$ cat src/rtl/dm_arb_pkg.sv
// Shared types and constants for the two-master data-memory arbiter.
package dm_arb_pkg;

    typedef enum logic [1:0] {
        IDLE   = 2'd0,
        SERVE0 = 2'd1,
        SERVE1 = 2'd2
    } arb_state_e;

    localparam logic M0 = 1'b0;
    localparam logic M1 = 1'b1;

    localparam int BURST_MAX_DEF = 4;

endpackage

$ cat src/rtl/dm_arbiter_rr_pick.sv
// Combinational grant selection: sticky owner until the burst fills, then round-robin.
module rr_pick
    import dm_arb_pkg::*;
(
    input  logic [1:0] req,
    input  logic       owner,
    input  logic       owner_valid,
    input  logic       burst_full,
    input  logic       last_grant,
    output logic [1:0] grant
);

    // one-hot grant from the request pattern and arbiter history
    always_comb begin
        grant = 2'b00;
        case (req)
            2'b01: grant = 2'b01;
            2'b10: grant = 2'b10;
            2'b11: begin
                if (owner_valid && !burst_full) begin
                    grant = (owner == M1) ? 2'b10 : 2'b01;
                end else begin
                    grant = (last_grant == M1) ? 2'b01 : 2'b10;
                end
            end
            default: grant = 2'b00;
        endcase
    end

endmodule

$ cat src/rtl/dm_arbiter.sv
// Two-master arbiter in front of a single-port data memory with bounded bursts.
module dm_arbiter
    import dm_arb_pkg::*;
#(
    parameter int BURST_MAX = BURST_MAX_DEF,
    parameter int AW        = 32
) (
    input  logic          clk,
    input  logic          reset,
    input  logic          m0_req,
    input  logic          m0_we,
    input  logic [AW-1:0] m0_addr,
    input  logic [31:0]   m0_wdata,
    output logic          m0_gnt,
    output logic          m0_rvalid,
    output logic [31:0]   m0_rdata,
    input  logic          m1_req,
    input  logic          m1_we,
    input  logic [AW-1:0] m1_addr,
    input  logic [31:0]   m1_wdata,
    output logic          m1_gnt,
    output logic          m1_rvalid,
    output logic [31:0]   m1_rdata,
    output logic [AW-1:0] mem_addr,
    output logic [31:0]   mem_wd,
    output logic          mem_we,
    input  logic [31:0]   mem_rd
);

    localparam int CW = $clog2(BURST_MAX + 1);
    localparam logic [CW-1:0] BURST_MAX_C = CW'(BURST_MAX);

    arb_state_e    state_r, state_nxt_s;
    logic          last_grant_r, last_grant_nxt_s;
    logic [CW-1:0] burst_cnt_r, burst_cnt_nxt_s;
    logic [1:0]    pick_s, gnt_s;
    logic          m0_rvalid_r, m1_rvalid_r;
    logic [31:0]   m0_rdata_r, m1_rdata_r;

    rr_pick u_pick (
        .req         ({m1_req, m0_req}),
        .owner       (state_r == SERVE1),
        .owner_valid (state_r != IDLE),
        .burst_full  (burst_cnt_r == BURST_MAX_C),
        .last_grant  (last_grant_r),
        .grant       (pick_s)
    );

    // reset cancels any access in the same cycle
    assign gnt_s  = reset ? 2'b00 : pick_s;
    assign m0_gnt = gnt_s[0];
    assign m1_gnt = gnt_s[1];

    // route the granted master onto the memory port
    always_comb begin
        mem_addr = {AW{1'b0}};
        mem_wd   = 32'h0000_0000;
        mem_we   = 1'b0;
        if (gnt_s[0]) begin
            mem_addr = m0_addr;
            mem_wd   = m0_wdata;
            mem_we   = m0_we;
        end else if (gnt_s[1]) begin
            mem_addr = m1_addr;
            mem_wd   = m1_wdata;
            mem_we   = m1_we;
        end else begin
            mem_we   = 1'b0;
        end
    end

    // next arbiter state, owner history and burst length
    always_comb begin
        state_nxt_s      = IDLE;
        last_grant_nxt_s = last_grant_r;
        burst_cnt_nxt_s  = {CW{1'b0}};
        if (gnt_s[0]) begin
            state_nxt_s      = SERVE0;
            last_grant_nxt_s = M0;
            burst_cnt_nxt_s  = (state_r != SERVE0) ? CW'(1) :
                               (burst_cnt_r == BURST_MAX_C) ? BURST_MAX_C : burst_cnt_r + CW'(1);
        end else if (gnt_s[1]) begin
            state_nxt_s      = SERVE1;
            last_grant_nxt_s = M1;
            burst_cnt_nxt_s  = (state_r != SERVE1) ? CW'(1) :
                               (burst_cnt_r == BURST_MAX_C) ? BURST_MAX_C : burst_cnt_r + CW'(1);
        end else begin
            state_nxt_s      = IDLE;
            burst_cnt_nxt_s  = {CW{1'b0}};
        end
    end

    // arbiter state registers; master 0 wins the first contention after reset
    always_ff @(posedge clk) begin
        if (reset) begin
            state_r      <= IDLE;
            last_grant_r <= M1;
            burst_cnt_r  <= {CW{1'b0}};
        end else begin
            state_r      <= state_nxt_s;
            last_grant_r <= last_grant_nxt_s;
            burst_cnt_r  <= burst_cnt_nxt_s;
        end
    end

    // read-return path: capture memory data at the end of a read grant
    always_ff @(posedge clk) begin
        if (reset) begin
            m0_rvalid_r <= 1'b0;
            m1_rvalid_r <= 1'b0;
            m0_rdata_r  <= 32'h0000_0000;
            m1_rdata_r  <= 32'h0000_0000;
        end else begin
            m0_rvalid_r <= gnt_s[0] & ~m0_we;
            m1_rvalid_r <= gnt_s[1] & ~m1_we;
            if (gnt_s[0] && !m0_we) begin
                m0_rdata_r <= mem_rd;
            end
            if (gnt_s[1] && !m1_we) begin
                m1_rdata_r <= mem_rd;
            end
        end
    end

    assign m0_rvalid = m0_rvalid_r;
    assign m1_rvalid = m1_rvalid_r;
    assign m0_rdata  = m0_rdata_r;
    assign m1_rdata  = m1_rdata_r;

endmodule

$ cat config.mk
export PLATFORM = sky130hd
export DESIGN_NAME = dm_arbiter
export DESIGN_NICKNAME = d
export VERILOG_FILES = /design/src/rtl/dm_arb_pkg.sv /design/src/rtl/dm_arbiter_rr_pick.sv /design/src/rtl/dm_arbiter.sv
export SDC_FILE = /design/constraint.sdc
export NUM_CORES = 1
export LEC_CHECK = 0
export BUFFER_PORTS_ARGS = -buffer_cell sky130_fd_sc_hd__buf_2
export CORE_AREA = 2 2 115 117
export CTS_CLUSTER_DIAMETER = 60
export DETAILED_ROUTE_END_ITERATION = 8
export DIE_AREA = 0 0 117 119
export SYNTH_ARGS = -nofsm -noshare
export SYNTH_HDL_FRONTEND = slang
export SYNTH_SLANG_ARGS = --single-unit
$ cat constraint.sdc
create_clock -name clk -period 2.6 [get_ports clk]
set_input_delay 0.52 -clock clk [delete_from_list [all_inputs] [get_ports clk]]
set_output_delay 0.52 -clock clk [all_outputs]
set_load 0.02 [all_outputs]
[Word level (Yosys, flattened, before mapping)]
Index checks and enable logic that the tools add are counted.
Cells by class
  $add $sub $neg: 1
  equal/unequal tests: 7
  muxes and demuxes: 20
  bitwise gates (word level): 4
  reductions and logical operators: 9
Operators by type and width (count)
  $mux 32: 4
  $mux 3: 5
  $mux 2: 5
  $eq 2x2->1 const B: 3
  $pmux 2 s3: 1
  $mux 1: 5
  $reduce_bool 2->1: 2
  $add 3x1->3 const B: 1
  $eq 3x3->1 const B: 1
  $logic_and 1x1->1: 3
  $logic_not 1->1: 3
  $and 1x1->1: 2
  $eq 2x1->1 const B: 1
  $ne 2x1->1 const B: 1
  $ne 2x2->1 const B: 1
  $not 1->1: 2
  $reduce_or 2->1: 1
Word-level totals
  register bits after elaboration: 72
  bits of input ports: 166
  output and inout bits: 133
  word-level logic and storage cells: 49

[Depth between registers and ports, before layout]
Gate-level depths: netlist (run 1).
  word-level depth: 8
  mapped depth: 9
  depth with buffers taken out: 6

[By module]
A second synthesis (run 1) with hierarchy kept.
Second synthesis, totals
  cells, all modules: 401
  area total of the unflattened synthesis: 3428.3 µm²
By module, submodules not included
  dm_arbiter: times used 1, cells an instance 394, area each 3367.0 µm², sequential area each 1441.4 µm²
  rr_pick: times used 1, cells an instance 7, area each 61.3 µm², sequential area each 0.0 µm²

[Least setup slack after synthesis (run 1)]
OpenSTA, ideal clock, no wires.
  path kind: register to output
  from: reg burst_cnt_r[0]
  to: out mem_addr[0]
  data arrival time: 1.880 ns
  data required time: 2.080 ns
  setup slack: 0.200 ns
  cell stages (with the launch flop): 10
  path buffers: 3
  path through: dfxtp_1 inv_1 ha_1 a21bo_1 and3_1 buf_2 a211oi_4 buf_4 buf_6 a22o_1
On the way
  longest elaborated chain between the ends: 8
Ends and longest elaborated chain
  start, declared: line dm_arbiter.sv:35  | logic [CW-1:0] burst_cnt_r, burst_cnt_nxt_s;
  start signal, assigned: line dm_arbiter.sv:98  | burst_cnt_r <= {CW{1'b0}};
  start signal, assigned: line dm_arbiter.sv:102  | burst_cnt_r <= burst_cnt_nxt_s;
  $eq 3x3->1 (*): line dm_arbiter.sv:44  | .burst_full (burst_cnt_r == BURST_MAX_C),
  $logic_not 1->1 (*): line dm_arbiter_rr_pick.sv:20  | if (owner_valid && !burst_full) begin
  $logic_and 1x1->1 (*): line dm_arbiter_rr_pick.sv:20
  $mux 2 (*): line dm_arbiter_rr_pick.sv:20
  $pmux 2 s3 (*): line dm_arbiter_rr_pick.sv:16  | case (req)
  $mux 2 (*): line dm_arbiter.sv:50  | assign gnt_s = reset ? 2'b00 : pick_s;
  $mux 32: line dm_arbiter.sv:63  | end else if (gnt_s[1]) begin
  $mux 32 (*): line dm_arbiter.sv:59  | if (gnt_s[0]) begin
  end, declared: line dm_arbiter.sv:24  | output logic [AW-1:0] mem_addr,
Mark *: on every way between the ends. The rest lies on a longest branch, timed or not.

[Worst setup path after layout (run 1)]
  from: reg burst_cnt_r[0]
  to: out mem_wd[9]
On the way
  longest elaborated chain between the ends: 8
Ends and longest elaborated chain
  $eq 3x3->1 (*): line dm_arbiter.sv:44
  $logic_not 1->1 (*): line dm_arbiter_rr_pick.sv:20
  $logic_and 1x1->1 (*): line dm_arbiter_rr_pick.sv:20
  $mux 2 (*): line dm_arbiter_rr_pick.sv:20
  $pmux 2 s3 (*): line dm_arbiter_rr_pick.sv:16
  $mux 2 (*): line dm_arbiter.sv:50
  $mux 32: line dm_arbiter.sv:63
  $mux 32 (*): line dm_arbiter.sv:59
  end, declared: line dm_arbiter.sv:25  | output logic [31:0] mem_wd,
Marks and branches as above.

==> impl_metrics.tcl, run 1 <==
set metrics [dict create \
    status "finished, violations left" \
    violations "setup timing" \
    arrival_ns 2.19 \
    ctsRootBufferMaster "clkbuf_16" \
    worst-endpoint-required_ns 2.08 \
    die_h_um 119 \
    drt-vias-per-instance 5.136 \
    slew_headroom_pct 37.42 \
    startpoint_type "flip-flop" \
    max_freq_mhz 368.4 \
    critPathBufInv 6 \
    place_congestion 1.038 \
    r2r-start "burst_cnt_r[0]" \
    cts_max_level 3 \
    intPower_uw 2648 \
    coreArea_mm2 0.01287 \
    irDropWorstVdd_mv 0.5794 \
    worstRegToRegCells 8 \
    antenna_found_initial 1 \
    crit_type "flip-flop to output pin" \
    layout.nets 893 \
    drive_above_1_share_pct 53.01 \
    swShare_pct 29.06 \
    cts_buffers 9 \
    ys_ff_latch 72 \
    finalSetupViolCount 65 \
    grt_first_pass_wirelength_um 29200 \
    fin_ws_ns -0.1147 \
    grt_pass1_vias 4583 \
    design_area_mm2 0.006927 \
    p_sw_uw 1085 \
    r2r_slack_ns 0.29 \
    fin_worst_skew_ns 0.007402 \
    synth.distinct_cells 36 \
    crit_end "mem_wd[9]" \
    startpoint "burst_cnt_r[0]" \
    dieArea_mm2 0.01392 \
    cp_slowest_cell "dfxtp_2" \
    slew_violations 0 \
    cp_cell_sequence "inv_2 > ha_4 > a21bo_1 > buf_6 > nand2_4 > a31oi_4 > buf_12 > buf_12 > clkbuf_16 > a22o_1 > buf_6" \
    clock-sinks 72 \
    wl_per_cell_um 23.21 \
    synth_commonest_cells "72 x dfxtp_1, 68 x nand2b_1, 65 x a22o_1" \
    worstReg2RegEnd "m1_rdata[29]" \
    rsz0062_at_grt "yes" \
    syn_area_mm2 0.003726 \
    cts_tree "yes" \
    synth.most_common_cell "dfxtp_1" \
    cap_violations 0 \
    synth_top_cell_area_share_pct 38.68 \
    finalPower_uw 3732 \
    grt_max_degree 98 \
    vias 4658 \
    use_met3_pct 7.634 \
    worst_slew_pin_slew_ns 0.9386 \
    cp_slowest_stage_delay_ns 0.34 \
    portBuffers 298 \
    worstSetupPathDepth 11 \
    hold_class "input pin to flip-flop" \
    area_growth_pct 85.90 \
    use_met1_pct 35.44 \
    rows 42 \
    drtIter0Drc 266 \
    async_flop_share_pct 0 \
    hold_viol 0 \
    clock_latency_ns 0.34 \
    seqPwrFrac_pct 31.5 \
    drc 0 \
    start_util_pct 28.94 \
    fin_tns_setup_ns -4.858 \
    clockBufferDepth 2 \
    clockPowerShare_pct 39.2 \
    avgSynthCellArea_um2 9.044 \
    syn_inst 412 \
    grt_overflow 0 \
    finalCritPeriodShare_pct 104.4 \
    p_leak_uw 0.003359 \
    synth_edf_count 0 \
    synth_area_leaders "dfxtp_1 39%, a22o_1 15%, nand2b_1 11%" \
    firstDrtPassIters 6 \
    whs_ns 0.4415 \
    io_pins 299 \
    ys_seq_area_share_pct 38.68 \
    antenna_left 0 \
    fp.dieW_um 117 \
    synth_warnings 0 \
    synth_largest_area_cell "dfxtp_1" \
    place_area_mm2 0.005385 \
    p_per_area_mw_per_mm2 538.9 \
    use_met2_pct 49.57 \
    synthesis.nets 580 \
    grt_use_total_pct 29.22 \
    ys_dominant_reg_cell "dfxtp_1" \
    cp_max_fo 4 \
    setup.worst_path.end_class "output pin" \
    cts.clk_slew.worst_paths_ns 0.06 \
    utilization_pct 53.80 \
    cp_top_family "buffers and inverters" \
    combPwrFrac_pct 29.3 \
    dp_hpwl_um 14740 \
    gr-max-usage-layer "met2" \
    wl_um 21050 \
    fin_crit_ns 2.715 \
]
## kinds of logic after synthesis
| logic type | share of synthesized area, % |
|---|---|
| mux | 8.596 |
| simple gates | 17.33 |
| compound gates | 28.64 |
| buf+inv | 6.077 |
| flops | 38.68 |
| fa+ha+maj | 0.6715 |
## stage by stage
stage | std cells | setup slack (ns)
after floorplan | 412 | 0.1996
after global placement | 857 | 0.03255
after detailed placement | 857 | 0.04404
after CTS | 903 | -0.1316
after global routing | 907 | -0.1819
final | 907 | -0.1147
## area by class of cell
class | instances | area, µm²
Clock inverter | 6 | 112.6
Timing Repair Buffer | 345 | 2679
Inverter | 4 | 15.01
Sequential cell | 72 | 1444
Tap cell | 176 | 220.2
Fill cell | 1165 | 5948
Multi-Input combinational cell | 293 | 2215
Clock buffer | 10 | 239.0
Antenna cell | 1 | 2.502
## tightest hold or removal path: stages
cell,delay (ns)
buf_2,0.10
nand3_1,0.06
a21oi_1,0.05
## placed cells by master, fill, tap and decap left out, types with 2 or more instances in the layout
cell type / Yosys / routed
a211oi_4: 1 / 2
a21oi_1: 35 / 35
a22o_1: 65 / 53
a22o_4: 0 / 12
a31oi_1: 2 / 2
buf_12: 0 / 9
buf_16: 0 / 11
buf_2: 15 / 231
buf_4: 2 / 19
buf_6: 3 / 71
bufinv_16: 0 / 3
clkbuf_16: 0 / 11
dfxtp_1: 72 / 70
dfxtp_2: 0 / 2
inv_1: 4 / 2
inv_2: 0 / 2
inv_6: 0 / 2
mux2i_1: 32 / 32
nand2_4: 0 / 2
nand2b_1: 68 / 68
nand3_1: 33 / 33
o21ai_0: 33 / 33
## power groups by stage
stage                     Sequential, µW  Clock (µW)  Combinational [µW]
after floorplan                     1250           0                 379
after global placement              1200           0                 797
after detailed placement            1200           0                 797
after CTS                           1180        1490                1080
after global routing                1180        1530                1140
final                               1180        1460                1090
## registers in the layout (all words and copies together) (netlist names)
signal,count
burst_cnt_r,3
last_grant_r,1
m0_rdata,32
m0_rvalid,1
m1_rdata,32
m1_rvalid,1
state_r,2
## how the worst min path moves through the flow
stage	startpoint	endpoint	slack [ns]	cells past startpoint
floorplan	state_r[1]	burst_cnt_r[0]	0.49	1
global placement	m0_rdata[30]	m0_rdata[30]	0.46	2
detailed placement	m0_rdata[26]	m0_rdata[26]	0.46	2
CTS	mem_rd[6]	m1_rdata[6]	0.43	3
global route	mem_rd[2]	m1_rdata[2]	0.44	3
finish	mem_rd[6]	m1_rdata[6]	0.44	3
## routing by layer
metal | part of all wire [%] | vias to the layer above
met1 | 40 | 2245
met2 | 49 | 233
met5 | 0 | -
li1 | - | 2135
met4 | 2.9 | 0
met3 | 8.7 | 45
## repair_timing
action                     in CTS  in global routing
gates resized for setup       171                  7
setup endpoints to repair      67                 67
setup buffers                  15                  5
pin swaps                      23                 43
cloned                         15                  2
hold buffers                    0                  0
(Power assumes the default switching activity.)
==> run 2: changes to the inputs <==
--- a/config.mk
+++ b/config.mk
@@ -10,6 +10,7 @@
 export CTS_CLUSTER_DIAMETER = 60
 export DETAILED_ROUTE_END_ITERATION = 8
 export DIE_AREA = 0 0 117 119
+export SKIP_CTS_REPAIR_TIMING = 1
 export SYNTH_ARGS = -nofsm -noshare
 export SYNTH_HDL_FRONTEND = slang
 export SYNTH_SLANG_ARGS = --single-unit
==> constraint.sdc (replaced) <==
create_clock -name clk -period 2.6 [get_ports clk]
set_input_delay 0.52 -clock clk [delete_from_list [all_inputs] [get_ports clk]]
set_output_delay 0.52 -clock clk [all_outputs]
set_load 0.1 [all_outputs]
==> impl_metrics.tcl, run 2 (same netlist as run 1, synthesis figures left out) <==
set metrics [dict create \
    hold_viol 0 \
    violations "setup timing" \
    fin_ws_ns -0.2120 \
    grt_overflow 0 \
    antenna_found_initial 2 \
    diodes 0 \
    grt_max_degree 86 \
    clock-sinks 72 \
    rows 42 \
    fin_crit_ns 2.812 \
    hold_end "m1_rdata[8]" \
    fin_worst_skew_ns 0.01634 \
    p_sw_uw 1839 \
    clockBufferDepth 2 \
    place_congestion 0.9955 \
    max_freq_mhz 355.6 \
    grt_use_total_pct 29.43 \
    irDropWorstVdd_mv 0.4366 \
    portBuffers 298 \
    finalPower_uw 4322 \
    dp.cells 865 \
    startpoint_type "flip-flop" \
    p_per_area_mw_per_mm2 570.3 \
    finalSetupViolCount 65 \
    combPwrFrac_pct 46.4 \
    vias 4600 \
    wl_um 21850 \
    cts_max_level 3 \
    start_util_pct 28.94 \
    layout_commonest_cell "buf_2" \
    worst-endpoint-required_ns 2.08 \
    utilization_pct 58.86 \
    place_area_mm2 0.006825 \
    crit_type "flip-flop to output pin" \
    cts_tree "yes" \
    r2r-start "burst_cnt_r[0]" \
    grt_pass1_vias 4485 \
    finalCritPeriodShare_pct 108.2 \
    arrival_ns 2.29 \
    r2r_slack_ns 0.67 \
    setup.worst_path.end_class "output pin" \
    die_h_um 119 \
    io_pins 299 \
    p_leak_uw 0.003617 \
    worstReg2RegEnd "m0_rdata[7]" \
    drc 0 \
    dieArea_mm2 0.01392 \
    worst_slew_pin_slew_ns 0.6448 \
    cp_slowest_cell "a211oi_4" \
    worstRegToRegCells 9 \
    area_growth_pct 103.4 \
    wl_per_cell_um 24.42 \
    layout.nets 882 \
    antenna_left 0 \
    firstDrtPassIters 5 \
    num-fill-cells 1082 \
    drive_above_1_share_pct 59.39 \
    hold_class "input pin to flip-flop" \
    hp-start "mem_rd[8]" \
    fp.dieW_um 117 \
    cts.clk_slew.worst_paths_ns 0.06 \
    coreArea_mm2 0.01287 \
    cp_slowest_stage_delay_ns 0.36 \
    cp_cell_sequence "inv_2 > ha_4 > a21bo_1 > and3_4 > a211oi_4 > buf_6 > buf_8 > a22o_4 > buf_12" \
    cap_violations 0 \
    hold_depth 3 \
    design_area_mm2 0.007579 \
    clock_latency_ns 0.33 \
    ctsRootBufferMaster "clkbuf_16" \
    slew_headroom_pct 57.01 \
    grt_first_pass_wirelength_um 29410 \
    most-common-layout-cells "231 x buf_2, 74 x buf_12, 70 x dfxtp_1, 68 x nand2b_1, 64 x a22o_4" \
    intPower_uw 2483 \
    cts_buffers 9 \
    slew_violations 0 \
    dp_hpwl_um 16930 \
    rsz0062_at_grt "yes" \
    final_cells 895 \
    seqPwrFrac_pct 27.2 \
    clockPowerShare_pct 26.3 \
    swShare_pct 42.56 \
    cp_max_fo 5 \
    drtIter0Drc 241 \
    status "finished, violations left" \
    drt-vias-per-instance 5.140 \
]
==> run 2: changes by cell type in the layout (fill, tap and decap cells not counted), sizes merged <==
cell | before | now
buf | 342 | 329
bufbuf | 1 | 0
bufinv | 3 | 0
clkbuf | 12 | 15
clkinv | 1 | 2
clkinvlp | 0 | 2
diode | 1 | 0
==> run 2: cell type report <==
class	instances	area [µm²]	area share, %
clock buffer	10	229.0	3.021
sequential	72	1444	19.05
timing repair buffer	334	2969	39.18
inverter	4	15.01	0.1981
multi-input combinational	293	2659	35.08
tap	176	220.2	2.906
clock inverter	6	42.54	0.5613
==> run 2: worst max path at each step <==
stage / cells after the start / slack (ns) / from / endpoint
after global placement: 9 / -0.05 / burst_cnt_r[0] / mem_wd[16]
after CTS: 9 / -0.45 / burst_cnt_r[0] / mem_wd[16]
final: 9 / -0.21 / burst_cnt_r[0] / mem_wd[27]
after global routing: 9 / -0.28 / burst_cnt_r[0] / mem_wd[23]
after detailed placement: 9 / -0.09 / burst_cnt_r[0] / mem_wd[16]
after floorplan: 8 / -0.008 / burst_cnt_r[0] / mem_addr[18]
==> run 2: through the flow <==
stage	hold slack, ns	worst slack (ns)	TNS [ns]
after floorplan	0.4930	-0.007674	-0.06907
after global placement	0.4577	-0.04960	-0.08747
after detailed placement	0.4576	-0.08833	-0.2551
after CTS	0.4491	-0.4543	-18.55
after global routing	0.4492	-0.2849	-15.33
final	0.4505	-0.2120	-10.72
==> run 2: critical path, delay by kind of cell, from the launching register on <==
family	cells	cell delay, ns
DFF	1	0.35
AOI/OAI and AO/OA	3	0.67
and+or+nand+nor	1	0.19
adders and majority gates	1	0.15
buffers and inverters	4	0.58
==> run 2: layer usage <==
layer  GRT usage, %  wire length (µm)  vias to the layer above  share of wire, %
met3          8.244              1521                       29               7.0
li1               -                 -                     2108                 -
met4          10.51               539                        4               2.5
met5              0                26                        -              0.12
met1          37.30              9095                     2259                42
met2          47.47             10670                      200                49
==> run 2: power groups by stage <==
stage / Combinational [µW] / Clock (µW) / Sequential (µW)
2_1_floorplan: 916 / 0 / 1500
3_3_place_gp: 1880 / 0 / 1200
3_5_place_dp: 1890 / 0 / 1200
4_1_cts: 1900 / 1150 / 1180
5_1_grt: 2050 / 1220 / 1180
6_report: 2010 / 1140 / 1180
